===== config.mk =====
export PLATFORM = sky130hd
export DESIGN_NAME = ide_cycle_ctrl
export DESIGN_NICKNAME = d
export VERILOG_FILES = /design/src/rtl/ide_cycle_pkg.sv /design/src/rtl/sync2.sv /design/src/rtl/ide_cycle_ctrl.sv
export SDC_FILE = /design/constraint.sdc
export NUM_CORES = 1
export LEC_CHECK = 0
export BUFFER_PORTS_ARGS = -buffer_cell sky130_fd_sc_hd__clkbuf_2
export CORE_MARGIN = 5
export CORE_UTILIZATION = 51
export CTS_BUF_LIST = sky130_fd_sc_hd__clkbuf_8
export CTS_CLUSTER_DIAMETER = 60
export DETAILED_ROUTE_END_ITERATION = 6
export GPL_TIMING_DRIVEN = 0
export HOLD_SLACK_MARGIN = 0.15
export PLACE_DENSITY = 0.88
export SYNTH_ARGS = -nofsm -noshare
export SYNTH_HDL_FRONTEND = slang
export SYNTH_SLANG_ARGS = --single-unit

===== constraint.sdc =====
create_clock -name C7M -period 2.6 [get_ports C7M]
set_input_delay 0.13 -clock C7M [delete_from_list [all_inputs] [get_ports C7M]]
set_output_delay 0.13 -clock C7M [all_outputs]
set_load 0.01 [all_outputs]

===== src/rtl/ide_cycle_pkg.sv =====
// Shared types and cycle-timing defaults for the IDE board bus-cycle controller.
package ide_cycle_pkg;

    typedef enum logic [2:0] {
        IDLE    = 3'd0,
        SETUP   = 3'd1,
        STROBE  = 3'd2,
        ROM     = 3'd3,
        ACK     = 3'd4,
        WAIT_AS = 3'd5
    } state_t;

    localparam logic REGION_ROM = 1'b0;
    localparam logic REGION_ATA = 1'b1;

    localparam int unsigned SETUP_CYC_DEF     = 1;
    localparam int unsigned STROBE_CYC_DEF    = 3;
    localparam int unsigned ROM_CYC_DEF       = 2;
    localparam int unsigned IORDY_TIMEOUT_DEF = 16;

    // Address/direction captured when a cycle is accepted.
    typedef struct packed {
        logic [7:0] a_high;
        logic [3:0] a_mid;
        logic       rw;
    } cyc_lat_t;

    // Registered pin image; every field idles at 1 (BUF_DIR idles towards the CPU).
    typedef struct packed {
        logic cs0_n;
        logic cs1_n;
        logic ior_n;
        logic iow_n;
        logic rom_oe_n;
        logic buf_oe_n;
        logic buf_dir;
        logic dtack_n;
    } bus_out_t;

    localparam bus_out_t OUT_IDLE = '1;

    function automatic int unsigned max2(input int unsigned a, input int unsigned b);
        return (a > b) ? a : b;
    endfunction

endpackage


===== src/rtl/sync2.sv =====
// Two-flop synchroniser with a configurable reset value.
module sync2 #(
    parameter logic RST_VAL = 1'b1
) (
    input  logic clk,
    input  logic rst,
    input  logic d,
    output logic q
);

    logic meta;

    always_ff @(posedge clk) begin
        if (rst) begin
            meta <= RST_VAL;
            q    <= RST_VAL;
        end else begin
            meta <= d;
            q    <= meta;
        end
    end

endmodule


===== src/rtl/ide_cycle_ctrl.sv =====
// Bus-cycle controller for the IDE board window: boot ROM (lower 32 KB) and ATA registers (upper 32 KB).
// Optional IORDY strobe extension is compiled in with `define IDE_IORDY_EN.
import ide_cycle_pkg::*;

module ide_cycle_ctrl #(
    parameter int unsigned SETUP_CYC     = SETUP_CYC_DEF,
    parameter int unsigned STROBE_CYC    = STROBE_CYC_DEF,
    parameter int unsigned ROM_CYC       = ROM_CYC_DEF,
    parameter int unsigned IORDY_TIMEOUT = IORDY_TIMEOUT_DEF
) (
    input  logic       C7M,
    input  logic       RESET,
    input  logic       AS_CPU_n,
    input  logic       DS_n,
    input  logic       RW_n,
    input  logic [7:0] A_HIGH,
    input  logic [3:0] A_MID,
    input  logic [7:0] BASE_IDE,
    input  logic       IDE_CONFIGURED_n,
    input  logic       ROM_EN,
    input  logic       IORDY,
    output logic       IDE_CS0_n,
    output logic       IDE_CS1_n,
    output logic       IDE_IOR_n,
    output logic       IDE_IOW_n,
    output logic       ROM_OE_n,
    output logic       BUF_OE_n,
    output logic       BUF_DIR,
    output logic       DTACK_n
);

    localparam int unsigned CNT_MAX = max2(max2(SETUP_CYC, STROBE_CYC), max2(ROM_CYC, IORDY_TIMEOUT));
    localparam int unsigned CNT_W   = $clog2(CNT_MAX) + 1;

    state_t           state, state_nx;
    logic [CNT_W-1:0] cnt, cnt_nx;
    cyc_lat_t         lat, lat_nx;
    logic             ext, ext_nx;
    bus_out_t         out_q, out_nx;
    logic             as_s;
    logic             hit_c;
    logic             rom_drive_c;

    sync2 #(.RST_VAL(1'b1)) u_as_sync (
        .clk (C7M),
        .rst (RESET),
        .d   (AS_CPU_n),
        .q   (as_s)
    );

    assign hit_c = !as_s && !DS_n && !IDE_CONFIGURED_n && (A_HIGH == BASE_IDE);

    // Latched high address and the unused A_MID bits are kept for visibility only.
    logic unused_lat;
    assign unused_lat = ^{lat.a_high, lat.a_mid[2:1]};

`ifndef IDE_IORDY_EN
    logic unused_iordy;
    assign unused_iordy = IORDY;
`endif

    always_ff @(posedge C7M) begin
        if (RESET) begin
            state <= IDLE;
            cnt   <= '0;
            lat   <= '0;
            ext   <= 1'b0;
            out_q <= OUT_IDLE;
        end else begin
            state <= state_nx;
            cnt   <= cnt_nx;
            lat   <= lat_nx;
            ext   <= ext_nx;
            out_q <= out_nx;
        end
    end

    always_comb begin
        state_nx    = state;
        cnt_nx      = cnt;
        lat_nx      = lat;
        ext_nx      = ext;
        out_nx      = OUT_IDLE;
        rom_drive_c = 1'b0;

        case (state)
            IDLE: begin
                if (hit_c) begin
                    lat_nx = '{a_high: A_HIGH, a_mid: A_MID, rw: RW_n};
                    if (A_MID[3] == REGION_ATA) begin
                        state_nx = SETUP;
                        cnt_nx   = CNT_W'(SETUP_CYC - 1);
                    end else begin
                        state_nx = ROM;
                        cnt_nx   = (ROM_EN && RW_n) ? CNT_W'(ROM_CYC - 1) : '0;
                    end
                end
            end
            SETUP: begin
                if (as_s) begin
                    state_nx = IDLE;
                end else if (cnt == '0) begin
                    state_nx = STROBE;
                    cnt_nx   = CNT_W'(STROBE_CYC - 1);
                end else begin
                    cnt_nx = cnt - 1'b1;
                end
            end
            STROBE: begin
                if (as_s) begin
                    state_nx = IDLE;
`ifdef IDE_IORDY_EN
                end else if (ext) begin
                    if (IORDY || cnt == '0) begin
                        state_nx = ACK;
                        cnt_nx   = '0;
                    end else begin
                        cnt_nx = cnt - 1'b1;
                    end
                end else if (cnt != '0) begin
                    cnt_nx = cnt - 1'b1;
                end else if (!IORDY) begin
                    ext_nx = 1'b1;
                    cnt_nx = CNT_W'(IORDY_TIMEOUT - 1);
`else
                end else if (cnt != '0) begin
                    cnt_nx = cnt - 1'b1;
`endif
                end else begin
                    state_nx = ACK;
                    cnt_nx   = '0;
                end
            end
            ROM: begin
                if (as_s) begin
                    state_nx = IDLE;
                end else if (cnt != '0) begin
                    cnt_nx = cnt - 1'b1;
                end else begin
                    state_nx = ACK;
                    cnt_nx   = '0;
                end
            end
            ACK: begin
                state_nx = WAIT_AS;
                cnt_nx   = '0;
            end
            WAIT_AS: begin
                if (as_s) begin
                    state_nx = IDLE;
                end
            end
            default: begin
                state_nx = IDLE;
            end
        endcase

        if (state_nx == IDLE) begin
            cnt_nx = '0;
            ext_nx = 1'b0;
        end
        if (state_nx == ACK) begin
            ext_nx = 1'b0;
        end

        // Output image for the state being entered, so pins switch on the same edge as the state.
        rom_drive_c = ROM_EN && lat_nx.rw;
        case (state_nx)
            SETUP, STROBE: begin
                out_nx.cs0_n    = lat_nx.a_mid[0];
                out_nx.cs1_n    = !lat_nx.a_mid[0];
                out_nx.buf_oe_n = 1'b0;
                out_nx.buf_dir  = lat_nx.rw;
                if (state_nx == STROBE) begin
                    out_nx.ior_n = !lat_nx.rw;
                    out_nx.iow_n = lat_nx.rw;
                end
            end
            ROM: begin
                if (rom_drive_c) begin
                    out_nx.rom_oe_n = 1'b0;
                    out_nx.buf_oe_n = 1'b0;
                    out_nx.buf_dir  = lat_nx.rw;
                end
            end
            ACK: begin
                out_nx.dtack_n = 1'b0;
                if (lat_nx.a_mid[3] == REGION_ATA) begin
                    out_nx.cs0_n    = lat_nx.a_mid[0];
                    out_nx.cs1_n    = !lat_nx.a_mid[0];
                    out_nx.buf_oe_n = 1'b0;
                    out_nx.buf_dir  = lat_nx.rw;
                end else if (rom_drive_c) begin
                    out_nx.buf_oe_n = 1'b0;
                    out_nx.buf_dir  = lat_nx.rw;
                end
            end
            WAIT_AS: begin
                out_nx.dtack_n = 1'b0;
            end
            default: begin
                out_nx = OUT_IDLE;
            end
        endcase
    end

    assign IDE_CS0_n = out_q.cs0_n;
    assign IDE_CS1_n = out_q.cs1_n;
    assign IDE_IOR_n = out_q.ior_n;
    assign IDE_IOW_n = out_q.iow_n;
    assign ROM_OE_n  = out_q.rom_oe_n;
    assign BUF_OE_n  = out_q.buf_oe_n;
    assign BUF_DIR   = out_q.buf_dir;
    assign DTACK_n   = out_q.dtack_n;

endmodule


==> Implementation_results.wiki, run 1 <==
{| class="wikitable"
! Metric !! Value
|-
| DR vias || 1036
|-
| Clock tree from TritonCTS || done
|-
| Register bit total from synthesis || 21
|-
| Number of endpoints with negative hold slack in the final report || 0
|-
| Num rows || 16
|-
| Data required, critical path || about 2.8 ns
|-
| Clock edge transition at the registers on the reported setup and hold paths || 0.08 ns
|-
| GP Congestion || 0.9030
|-
| Via count of the first global-routing pass || 975
|-
| Number of buffers inserted during clock tree synthesis || 3
|-
| Post-cts gate resize count || 0
|-
| CTS root buffer || sky130_fd_sc_hd__clkbuf_8
|-
| Startpoint kind of the worst setup timing path || register
|-
| Portion of the clock cycle consumed by the worst path in the final layout || 81.72%
|-
| Number of levels the H-tree was split into || 1
|-
| Setup crit end kind || register
|-
| Warnings, synthesis || 0
|-
| Residual antenna-violating net count after detailed routing || 0
|-
| Top flip-flop cell by instance count after synthesis || sky130_fd_sc_hd__dfxtp_1
|-
| Total die area || 3167 sq um
|-
| Detailed Route WL || 2556 um
|-
| Height of the die || 56.28 um
|-
| Place WS || 0.5452 ns
|-
| Number of inserted diodes || 0
|-
| WL per Instance || between 10 and 15 um
|-
| Floorplan Core Area || 2002 sq um
|-
| Maximum vdd drop || between 0.0004 and 0.0005 V
|-
| Area taken by multi-input logic gates || 636.9 sq um
|-
| Avg Vias per Cell || approximately 5.6
|-
| Leakage component of the power || 0.5548 nW
|-
| Ranking of synthesized cells by area || sky130_fd_sc_hd__dfxtp_1 (38%), sky130_fd_sc_hd__xnor2_1 (4.8%), sky130_fd_sc_hd__xnor2_2 (4.5%)
|-
| CTS max path bufs || 2
|-
| Slew margin rel. || between 60 and 70%
|-
| Post CTS Setup Buffer Count || 0
|-
| Synthesized netlist net count || ~150
|-
| Antenna violations before repair || 0
|-
| Gr ovfl total || 0
|-
| Growth of design area from synthesis to finish || 23.83%
|-
| Die width || 56.28 um
|-
| Global router's overall resource usage || between 10% and 20%
|-
| Min cycle time layout || 2.125 ns
|-
| Largest registers || cnt x5, lat x3, state x3
|-
| Flip-flop and latch area || around 420 sq um
|-
| DR DRC count || 0
|-
| Synthesized instance count || around 120
|-
| Max Transition Viols Final || 0
|-
| Finished Core Util || just under 70%
|-
| Max Clock Skew || 0.001770 ns
|-
| Total number of nets in the final design || 188
|-
| Pin count of the biggest net entering global routing || 13
|-
| Slack of the critical path || 0.4752 ns
|-
| Worst-margin pin slew || approximately 0.58 ns
|-
| Hold-fix buffers at CTS || 2
|-
| Share of flip-flops with an asynchronous set or reset || 0%
|-
| Post-synthesis area per instance || 9.179 sq um
|-
| Power density cells || 441.9 nW/um^2
|-
| First-pass GRT wire length || ~4300 um
|-
| Cell type with the highest aggregate area in the netlist || sky130_fd_sc_hd__dfxtp_1
|-
| Area fraction of the dominant cell type after synthesis || 38.49%
|-
| Largest driver fanout on the critical path || 8
|-
| Clock tree sinks || 21
|-
| Iteration-0 DRC count of the detailed router || 39
|-
| Count of filler cells inserted in the layout || 163
|-
| Result of the run || completed
|-
| Number of endpoints failing setup at the final stage || 0
|-
| Worst skew pair latency || 0.26 ns
|-
| Share of layout cells above drive strength 1 || 29.94%
|-
| Crit path kind || reg -> reg
|-
| Max FFs per register || 5
|-
| Data arrival time at the worst-slack endpoint || 2.28 ns
|-
| Number of iterations in the first detailed-routing pass || 4
|-
| HPWL Detailed || 1917 um
|-
| IO buf count || 32
|-
| Max frequency || 470.6 MHz
|-
| Sum Neg Setup Slack || 0 ns
|-
| Number of synthesized flops with an enable pin || 0
|-
| Post-synthesis instance area || roughly 1100 sq um
|-
| Setup repair after global routing missed its margin || false
|-
| Worst min path class || in -> reg
|-
| Effective utilization at floorplan || 54.56%
|-
| Top register by number of flip-flops || cnt
|-
| Register area share after synthesis || 38.49%
|-
| Number of unique standard cell types used by synthesis || 42
|-
| Max-Cap Viols || 0
|-
| Ports placed on the boundary || 36
|}
==> kinds of logic (layout without fill, tap and decap cells) <==
group	Yosys count	after routing	share of synthesized area (%)
xor gates and xnor gates	9	9	9.279
AOI/OAI and AO/OA	23	23	15.23
buffers and inverters	9	47	3.207
adders and majority gates	2	2	2.291
and+or+nand+nor	51	51	27.83
DFF	21	21	38.49
muxes	4	4	3.666
==> layout by cell type (no fill, tap or decap), drive strengths merged <==
master / Yosys / layout
nor4b: 1 / 1
nor3: 3 / 3
o221ai: 1 / 1
a211oi: 2 / 2
or3: 3 / 3
inv: 5 / 5
nand2b: 2 / 2
nand3b: 2 / 2
a2111oi: 1 / 1
nor4: 2 / 2
nand3: 4 / 4
nor2: 10 / 10
clkinv: 0 / 1
dlygate4sd3: 0 / 2
mux2i: 4 / 4
o32ai: 1 / 1
o21a: 1 / 1
a311oi: 3 / 3
dfxtp: 21 / 21
xnor2: 9 / 9
ha: 2 / 2
nor2b: 2 / 2
nand4: 2 / 2
a21oi: 5 / 5
nand2: 12 / 12
o21ai: 3 / 3
and3: 1 / 1
o41a: 1 / 1
a32oi: 1 / 1
a221oi: 1 / 1
a31oi: 2 / 2
clkbuf: 3 / 38
buf: 1 / 1
or2: 5 / 5
or4: 2 / 2
o21ba: 1 / 1
==> where the power goes <==
part            total, W  leakage (nW)  internal [W]  switching, W
clock network   0.000217        0.0255      0.000107      0.000110
registers       0.000324         0.170      0.000323    0.00000135
logic          0.0000569         0.359     0.0000310     0.0000259
total           0.000598         0.555      0.000461      0.000137
==> path summary, 6_finish.rpt <==
check,start,end,slack [ns],cells after the start
setup reg to reg,cnt[0],IDE_CS1_n,0.48,7
setup / recovery,cnt[0],IDE_CS1_n,0.48,7
hold reg to reg,u_as_sync.meta,u_as_sync.q,0.41,1
hold / removal,A_MID[0],IDE_CS0_n,0.16,3
==> cell usage after synthesis (2+ instances only) <==
| master | n |
|---|---|
| sky130_fd_sc_hd__or4_1 | 2 |
| sky130_fd_sc_hd__nor2_1 | 9 |
| sky130_fd_sc_hd__ha_1 | 2 |
| sky130_fd_sc_hd__nor3_1 | 3 |
| sky130_fd_sc_hd__or2_2 | 2 |
| sky130_fd_sc_hd__mux2i_1 | 4 |
| sky130_fd_sc_hd__inv_1 | 5 |
| sky130_fd_sc_hd__nand2b_1 | 2 |
| sky130_fd_sc_hd__a31oi_1 | 2 |
| sky130_fd_sc_hd__o21ai_0 | 2 |
| sky130_fd_sc_hd__dfxtp_1 | 21 |
| sky130_fd_sc_hd__nand3b_1 | 2 |
| sky130_fd_sc_hd__a211oi_1 | 2 |
| sky130_fd_sc_hd__xnor2_1 | 6 |
| sky130_fd_sc_hd__or3_1 | 3 |
| sky130_fd_sc_hd__or2_1 | 2 |
| sky130_fd_sc_hd__nand3_1 | 4 |
| sky130_fd_sc_hd__a21oi_1 | 5 |
| sky130_fd_sc_hd__xnor2_2 | 3 |
| sky130_fd_sc_hd__a311oi_1 | 3 |
| sky130_fd_sc_hd__clkbuf_1 | 3 |
| sky130_fd_sc_hd__nor2b_1 | 2 |
| sky130_fd_sc_hd__nand2_1 | 11 |
==> metrics by stage <==
| step | total power (W) | cells | instance area [sq um] | hold WS (ns) |
|---|---|---|---|---|
| 2_1_floorplan | 0.0003594 | 119 | 1092 | 0.2338 |
| 3_5_place_dp | 0.0003858 | 178 | 1286 | 0.3308 |
| 5_1_grt | 0.0006222 | 184 | 1353 | 0.1668 |
| 6_report | 0.0005976 | 184 | 1353 | 0.1580 |
| 3_3_place_gp | 0.0003836 | 178 | 1286 | 0.3162 |
| 4_1_cts | 0.0006004 | 184 | 1353 | 0.1538 |
==> worst max-delay path: stages, from the launching register on <==
cell                       delay, ns
sky130_fd_sc_hd__dfxtp_1        0.33
sky130_fd_sc_hd__inv_1          0.10
sky130_fd_sc_hd__ha_1           0.18
sky130_fd_sc_hd__nor4b_4        0.46
sky130_fd_sc_hd__nand2_1        0.10
sky130_fd_sc_hd__a311oi_1       0.41
sky130_fd_sc_hd__o21ba_1        0.22
sky130_fd_sc_hd__or2_1          0.21
==> per-layer routing <==
metal  track usage [%]  up-vias  part of all wire, %
li1                  -      506                    -
met1             20.82      495                   41
met4             6.780        0                  1.1
met3             3.440        5                  4.2
met5                 0        -                    0
met2             28.88       30                   53
==> final cells by class <==
cell class	count	share of cell area [%]
buffer	4	1.203
clock buffer	3	3.053
clock inverter	1	0.3700
inverter	5	1.388
multi-input combinational	89	47.09
sequential	21	31.08
tap	27	2.498
timing repair buffer	34	13.32
(Power assumes the default switching activity.)
==> run 2, diff against run 1 <==
--- a/config.mk
+++ b/config.mk
@@ -6,14 +6,15 @@
 export NUM_CORES = 1
 export LEC_CHECK = 0
 export BUFFER_PORTS_ARGS = -buffer_cell sky130_fd_sc_hd__clkbuf_2
+export CORE_ASPECT_RATIO = 1.75
 export CORE_MARGIN = 5
-export CORE_UTILIZATION = 51
+export CORE_UTILIZATION = 46
 export CTS_BUF_LIST = sky130_fd_sc_hd__clkbuf_8
 export CTS_CLUSTER_DIAMETER = 60
 export DETAILED_ROUTE_END_ITERATION = 6
 export GPL_TIMING_DRIVEN = 0
 export HOLD_SLACK_MARGIN = 0.15
-export PLACE_DENSITY = 0.88
+export PLACE_DENSITY = 0.85
 export SYNTH_ARGS = -nofsm -noshare
 export SYNTH_HDL_FRONTEND = slang
 export SYNTH_SLANG_ARGS = --single-unit
==> constraint.sdc (replaced) <==
create_clock -name C7M -period 1.85 [get_ports C7M]
set_input_delay 0.0925 -clock C7M [delete_from_list [all_inputs] [get_ports C7M]]
set_output_delay 0.0925 -clock C7M [all_outputs]
set_load 0.01 [all_outputs]
==> Implementation_results.wiki, run 2 (same netlist as run 1, synthesis figures left out) <==
{| class="wikitable"
! Metric !! Value
|-
| DR DRC count || 0 (unchanged)
|-
| Worst-margin pin slew || 0.5808 ns (-0.002356 ns)
|-
| First-pass GRT wire length || 4595 um (+5.9%)
|-
| Cell-by-cell trace of the critical path || inv_2 > ha_4 > nor4b_4 > buf_4 > or3_4 > or2_0 > a311oi_1
|-
| Share of layout cells above drive strength 1 || 41.67% (+12 points)
|-
| HPWL Detailed || 2086 um (+8.8%)
|-
| Clock tree from TritonCTS || done
|-
| Worst hold path cell count || 3 (unchanged)
|-
| Startpoint kind of the worst setup timing path || register
|-
| Setup crit end kind || register
|-
| Antenna violations before repair || 0 (unchanged)
|-
| Highest-count cells in the layout ignoring fill and taps || sky130_fd_sc_hd__clkbuf_2 (33), sky130_fd_sc_hd__dfxtp_1 (17), sky130_fd_sc_hd__nand2_1 (11), sky130_fd_sc_hd__buf_4 (9), sky130_fd_sc_hd__nor2_1 (8)
|-
| Number of endpoints with negative hold slack in the final report || 0 (unchanged)
|-
| Min cycle time layout || 1.776 ns (-0.3488 ns)
|-
| Commonest non-fill, non-tap cell in the layout || sky130_fd_sc_hd__clkbuf_2
|-
| Depth of the worst register-to-register path || 7 (unchanged)
|-
| Max FFs per register || 5 (unchanged)
|-
| Hold-critical path endpoint || IDE_IOW_n
|-
| Pin count of the biggest net entering global routing || 13 (unchanged)
|-
| Net switching power of the design || 0.0001979 W (+44%)
|-
| Number of inserted diodes || 0 (unchanged)
|-
| IO buf count || 32 (unchanged)
|-
| Worst reg-to-reg setup slack || 0.07 ns (-0.40 ns)
|-
| Height of the die || 74.47 um (+32%)
|-
| Worst min path class || in -> reg
|-
| Die width || 46.84 um (-17%)
|-
| Relative contribution of sequential cells to total power || 53.5% (-0.7 points)
|-
| Data required, critical path || 2.04 ns (-0.72 ns)
|-
| Crit path kind || reg -> reg
|-
| Sum Neg Setup Slack || 0 ns (unchanged)
|-
| Total number of nets in the final design || 199 (+5.9%)
|-
| Clock tree sinks || 21 (unchanged)
|-
| Largest registers || cnt x5, lat x3, state x3
|-
| Num rows || 23 (+7)
|-
| GP Congestion || 0.8326 (-7.8%)
|-
| Clock share of power || 35.9% (-0.3 points)
|-
| Iteration-0 DRC count of the detailed router || 10 (-74%)
|-
| Cell area after layout || 1513 sq um (+12%)
|-
| Number of levels the H-tree was split into || 1 (unchanged)
|-
| Leakage component of the power || 0.6215 nW (+12%)
|-
| CTS root buffer || sky130_fd_sc_hd__clkbuf_8
|-
| Post-place instance area || 1284 sq um (-0.19%)
|-
| Number of endpoints failing setup at the final stage || 0 (unchanged)
|-
| WL per Instance || 14.48 um (+4.2%)
|-
| Largest incremental delay on the critical path || 0.36 ns (-0.10 ns)
|-
| Top register by number of flip-flops || cnt
|-
| Residual antenna-violating net count after detailed routing || 0 (unchanged)
|-
| Power Internal || 0.0006545 W (+42%)
|-
| Via count of the first global-routing pass || 1170 (+20%)
|-
| Avg Vias per Cell || 5.606 (-0.43%)
|-
| Proportion of power drawn by combinational gates || 10.6% (+1.1 points)
|-
| Worst skew pair latency || 0.27 ns (about the same)
|-
| CTS max path bufs || 2 (unchanged)
|-
| Max Clock Skew || 0.004162 ns (+0.002392 ns)
|-
| Hold path startpoint || RW_n
|-
| Critical Path Slowest Stage Cell || sky130_fd_sc_hd__or3_4
|-
| Ports placed on the boundary || 36 (unchanged)
|-
| Gr ovfl total || 0 (unchanged)
|-
| Origin of the critical flop-to-flop path || cnt[1]
|-
| Total die area || 3488 sq um (+10%)
|-
| Cell Count Post-Placement || 176 (-1.1%)
|-
| Global router's overall resource usage || 17.96% (+0.99 points)
|-
| DR vias || 1082 (+4.4%)
|-
| Portion of the clock cycle consumed by the worst path in the final layout || 96.00% (+14 points)
|-
| Max-Cap Viols || 0 (unchanged)
|-
| Number of buffers inserted during clock tree synthesis || 3 (unchanged)
|-
| Max Transition Viols Final || 0 (unchanged)
|-
| Final instance count without filler cells || 193 (+4.9%)
|-
| Maximum vdd drop || 0.0005136 V (+11%)
|-
| Max frequency || 563.0 MHz (+20%)
|-
| Setup repair after global routing missed its margin || true
|-
| Largest driver fanout on the critical path || 5 (-3)
|-
| Number of iterations in the first detailed-routing pass || 4 (unchanged)
|-
| Growth of design area from synthesis to finish || 38.49%
|-
| Slew margin rel. || 60.87% (+0.16 points)
|-
| Detailed Route WL || 2794 um (+9.3%)
|-
| Effective utilization at floorplan || 48.05% (-6.5 points)
|-
| Clock edge transition at the registers on the reported setup and hold paths || 0.08 ns (about the same)
|-
| Floorplan Core Area || 2273 sq um (+14%)
|-
| Data arrival time at the worst-slack endpoint || 1.96 ns (-0.32 ns)
|-
| Power density cells || 563.4 nW/um^2 (+28%)
|-
| Switching share of power || 23.21% (+0.30 points)
|-
| R2R Path End || cnt[3]
|-
| Result of the run || completed
|}
==> run 2: changes by cell type in the layout (fill, tap and decap cells not counted), sizes merged <==
cell         before  now
buf               1   10
dlygate4sd3       2    4
==> run 2: layout make-up <==
class	count	area (sq um)
fillers	178	760.7
plain buffers	4	17.52
inverters	5	18.77
multi-input cells	89	705.7
repair buffers	45	267.8
flip-flops and latches	21	425.4
clock inverters	1	5.005
well taps	25	31.28
clock buffers	3	41.29
==> run 2: worst max path at each step <==
stage	startpoint	endpoint	cells after the start
6_report	cnt[1]	cnt[3]	7
5_1_grt	cnt[1]	IDE_CS1_n	7
4_1_cts	u_as_sync.q	IDE_CS1_n	6
3_5_place_dp	cnt[0]	IDE_CS1_n	7
3_3_place_gp	cnt[0]	IDE_CS1_n	7
2_1_floorplan	cnt[0]	IDE_CS1_n	7
==> run 2: repair_timing <==
item | CTS | global route
hold endpoints to repair | 5 | 0
hold buffers | 4 | 0
pin swaps | 1 | 6
buffers inserted | 3 | 6
endpoints found under the setup margin | 9 | 11
gates resized for setup | 7 | 13
cloned | 0 | 0
==> run 2: worst max-delay path, delay by kind of cell (launching register included) <==
kind | cells | cell delay (ns)
buf+inv | 2 | 0.22
compound gates | 1 | 0.24
flops | 1 | 0.35
fa+ha+maj | 1 | 0.16
simple gates | 3 | 0.73
==> run 2: per-layer routing <==
metal / up-vias / routed length (um) / part of all wire [%] / GRT usage [%]
met1: 499 / 954 / 34 / 16.94
li1: 531 / - / - / -
met4: 0 / 103 / 3.7 / 13.85
met3: 11 / 140 / 5.0 / 1.937
met5: - / 0 / 0 / 0
met2: 41 / 1596 / 57 / 32.68
==> run 2: per-stage QoR <==
| step | util (%) | hold slack [ns] | power [W] | worst slack, ns |
|---|---|---|---|---|
| after CTS | 62.30 | 0.1874 | 0.0008499 | 0.001448 |
| final | 66.54 | 0.1853 | 0.0008523 | 0.07395 |
| after global placement | 56.47 | 0.2788 | 0.0005400 | -0.2396 |
| after global routing | 66.54 | 0.2103 | 0.0008853 | -0.03556 |
| after floorplan | - | 0.1963 | 0.0005050 | 0.04319 |
| after detailed placement | 56.47 | 0.2818 | 0.0005434 | -0.2871 |
==> run 2: power groups by stage <==
| stage | clock, W | sequential, W | combinational (W) |
|---|---|---|---|
| after floorplan | 0 | 0.000466 | 0.0000395 |
| after CTS | 0.000310 | 0.000455 | 0.0000848 |
| after global placement | 0 | 0.000466 | 0.0000743 |
| after global routing | 0.000331 | 0.000457 | 0.0000982 |
| after detailed placement | 0 | 0.000466 | 0.0000775 |
| final | 0.000306 | 0.000456 | 0.0000905 |
==> run 3, diff against run 2 <==
==> config.mk (replaced) <==
export PLATFORM = sky130hd
export DESIGN_NAME = ide_cycle_ctrl
export DESIGN_NICKNAME = d
export VERILOG_FILES = /design/src/rtl/ide_cycle_pkg.sv /design/src/rtl/sync2.sv /design/src/rtl/ide_cycle_ctrl.sv
export SDC_FILE = /design/constraint.sdc
export NUM_CORES = 1
export LEC_CHECK = 0
export CORE_MARGIN = 5
export CORE_UTILIZATION = 52
export CTS_BUF_LIST = sky130_fd_sc_hd__clkbuf_8
export CTS_CLUSTER_DIAMETER = 60
export DETAILED_ROUTE_END_ITERATION = 6
export DONT_BUFFER_PORTS = 1
export GPL_TIMING_DRIVEN = 0
export HOLD_SLACK_MARGIN = 0.15
export PLACE_DENSITY = 0.78
export SYNTH_ARGS = -nofsm -noshare
export SYNTH_HDL_FRONTEND = slang
export SYNTH_SLANG_ARGS = --single-unit
==> Implementation_results.wiki, run 3 (same netlist as run 1, synthesis figures left out) <==
{| class="wikitable"
! Metric !! Value
|-
| Number of inserted diodes || 0 (unchanged)
|-
| Setup crit end kind || register
|-
| Data required, critical path || 2.02 ns (-0.02 ns)
|-
| Number of logic stages on the critical path including buffering || 7 (unchanged)
|-
| Clock tree sinks || 21 (unchanged)
|-
| Max Transition Viols Final || 0 (unchanged)
|-
| Worst min path class || in -> reg
|-
| Height of the die || 55.83 um (-25%)
|-
| Result of the run || completed
|-
| CP top delay family || simple AND/OR/NAND/NOR gates
|-
| Depth of the worst register-to-register path || 7 (unchanged)
|-
| GP Congestion || 0.8593 (+3.2%)
|-
| Startpoint kind of the worst setup timing path || register
|-
| Max Clock Skew || 0.002547 ns (-0.001615 ns)
|-
| HPWL Detailed || 1760 um (-16%)
|-
| Final instance count without filler cells || 166 (-14%)
|-
| Worst hold path cell count || 3 (unchanged)
|-
| Number of iterations in the first detailed-routing pass || 5 (+1)
|-
| Top register by number of flip-flops || cnt
|-
| Clock tree from TritonCTS || done
|-
| Total Power || 0.0008003 W (-6.1%)
|-
| Commonest non-fill, non-tap cell in the layout || sky130_fd_sc_hd__dfxtp_1
|-
| Ports placed on the boundary || 36 (unchanged)
|-
| Highest-count cells in the layout ignoring fill and taps || sky130_fd_sc_hd__dfxtp_1 (17), sky130_fd_sc_hd__nand2_1 (11), sky130_fd_sc_hd__buf_4 (10), sky130_fd_sc_hd__nor2_1 (8)
|-
| Power density cells || 586.3 nW/um^2 (+4.0%)
|-
| Number of buffers inserted during clock tree synthesis || 3 (unchanged)
|-
| Data arrival time at the worst-slack endpoint || 1.97 ns (about the same)
|-
| DR vias || 979 (-9.5%)
|-
| Largest driver fanout on the critical path || 5 (unchanged)
|-
| Iteration-0 DRC count of the detailed router || 23 (+13)
|-
| Portion of the clock cycle consumed by the worst path in the final layout || 97.75% (+1.8 points)
|-
| Total number of nets in the final design || 170 (-15%)
|-
| Slew margin rel. || 55.61% (-5.3 points)
|-
| Share of layout cells above drive strength 1 || 26.62% (-15 points)
|-
| Min Hold Slack || 0.1684 ns (-0.01686 ns)
|-
| Max-Cap Viols || 0 (unchanged)
|-
| Cell area after layout || 1365 sq um (-9.8%)
|-
| CTS max path bufs || 2 (unchanged)
|-
| CTS root buffer || sky130_fd_sc_hd__clkbuf_8
|-
| Largest registers || cnt x5, lat x3, state x3
|-
| Crit path kind || reg -> reg
|-
| First-pass GRT wire length || 4305 um (-6.3%)
|-
| Effective utilization at floorplan || 55.11% (+7.1 points)
|-
| Min cycle time layout || 1.808 ns (+0.03239 ns)
|-
| Worst-margin pin slew || 0.6589 ns (+0.07804 ns)
|-
| Floorplan Core Area || 1982 sq um (-13%)
|-
| Worst skew pair latency || 0.25 ns (-0.02 ns)
|-
| DR DRC count || 0 (unchanged)
|-
| Global router's overall resource usage || 16.86% (-1.1 points)
|-
| IO buf count || 0 (-100%)
|-
| Clock edge transition at the registers on the reported setup and hold paths || 0.07 ns (about the same)
|-
| Number of endpoints failing setup at the final stage || 0 (unchanged)
|-
| Pin count of the biggest net entering global routing || 12 (-1)
|-
| Via count of the first global-routing pass || 994 (-15%)
|-
| Number of levels the H-tree was split into || 1 (unchanged)
|-
| Die width || 55.83 um (+19%)
|-
| Post-place instance area || 1126 sq um (-12%)
|-
| Sum Neg Setup Slack || 0 ns (unchanged)
|-
| Avg Vias per Cell || 5.898 (+5.2%)
|-
| Total die area || 3117 sq um (-11%)
|-
| Number of endpoints with negative hold slack in the final report || 0 (unchanged)
|-
| Largest incremental delay on the critical path || 0.37 ns (about the same)
|-
| Cell Count Post-Placement || 146 (-17%)
|-
| Growth of design area from synthesis to finish || 24.97%
|-
| Leakage component of the power || 0.5075 nW (-18%)
|-
| Crit path buf inv count || 2 (unchanged)
|-
| Antenna violations before repair || 0 (unchanged)
|-
| Cell-by-cell trace of the critical path || inv_2 > ha_4 > nor4b_4 > buf_4 > or3_4 > or2_0 > a311oi_1
|-
| Critical Path Slowest Stage Cell || sky130_fd_sc_hd__dfxtp_2
|-
| Max frequency || 553.0 MHz (-1.8%)
|-
| Gr ovfl total || 0 (unchanged)
|-
| Maximum vdd drop || 0.0007913 V (+54%)
|-
| Residual antenna-violating net count after detailed routing || 0 (unchanged)
|-
| Max FFs per register || 5 (unchanged)
|-
| Num rows || 16 (-30%)
|-
| WL per Instance || 15.87 um (+9.6%)
|-
| Detailed Route WL || 2634 um (-5.7%)
|}
## run 3: per-layer routing
| metal | routed length [um] | vias to the layer above | track usage, % |
|---|---|---|---|
| met5 | 0 | - | 0 |
| met4 | 31 | 0 | 7.119 |
| met3 | 160 | 7 | 6.729 |
| met2 | 1418 | 33 | 28.89 |
| met1 | 1023 | 470 | 18.35 |
| li1 | - | 469 | - |
## run 3: final cells by class
class	count	area, sq um
sequential	21	425.4
tap	27	33.78
inverter	5	21.27
fill	143	616.8
multi-input combinational	89	686.9
buffer	4	17.52
timing repair buffer	16	135.1
clock inverter	1	3.754
clock buffer	3	41.29
## run 3: final timing paths
kind                                      from           to  slack [ns]
worst max register to register          cnt[1]       cnt[3]        0.04
worst max-delay path                    cnt[1]       cnt[3]        0.04
worst min register to register  u_as_sync.meta  u_as_sync.q        0.44
worst min-delay path                  A_MID[3]     ROM_OE_n        0.17
## run 3: worst min-delay path, stage by stage
cell                      delay [ns]
sky130_fd_sc_hd__nor2_1         0.03
sky130_fd_sc_hd__a32oi_1        0.14
sky130_fd_sc_hd__or4_1          0.13
## run 3: per-stage QoR
step | util [%] | setup slack [ns]
2_1_floorplan | - | 0.04319
3_3_place_gp | 56.82 | -0.1849
3_5_place_dp | 56.82 | -0.1802
4_1_cts | 64.58 | 0.01211
5_1_grt | 68.88 | -0.04911
6_report | 68.88 | 0.04156
## run 3: report_power, final
| group | total [W] | switching, W | internal (W) | leakage, nW |
|---|---|---|---|---|
| combinational | 0.0000624 | 0.0000259 | 0.0000365 | 0.310 |
| sequential | 0.000457 | 0.00000279 | 0.000454 | 0.171 |
| clock | 0.000281 | 0.000134 | 0.000147 | 0.0269 |
## run 3: what timing repair did
item,CTS,global route
gates resized for setup,8,10
setup endpoints to repair,8,10
hold endpoints to repair,15,0
setup buffers,2,8
pin swaps,0,5
hold buffers,6,0
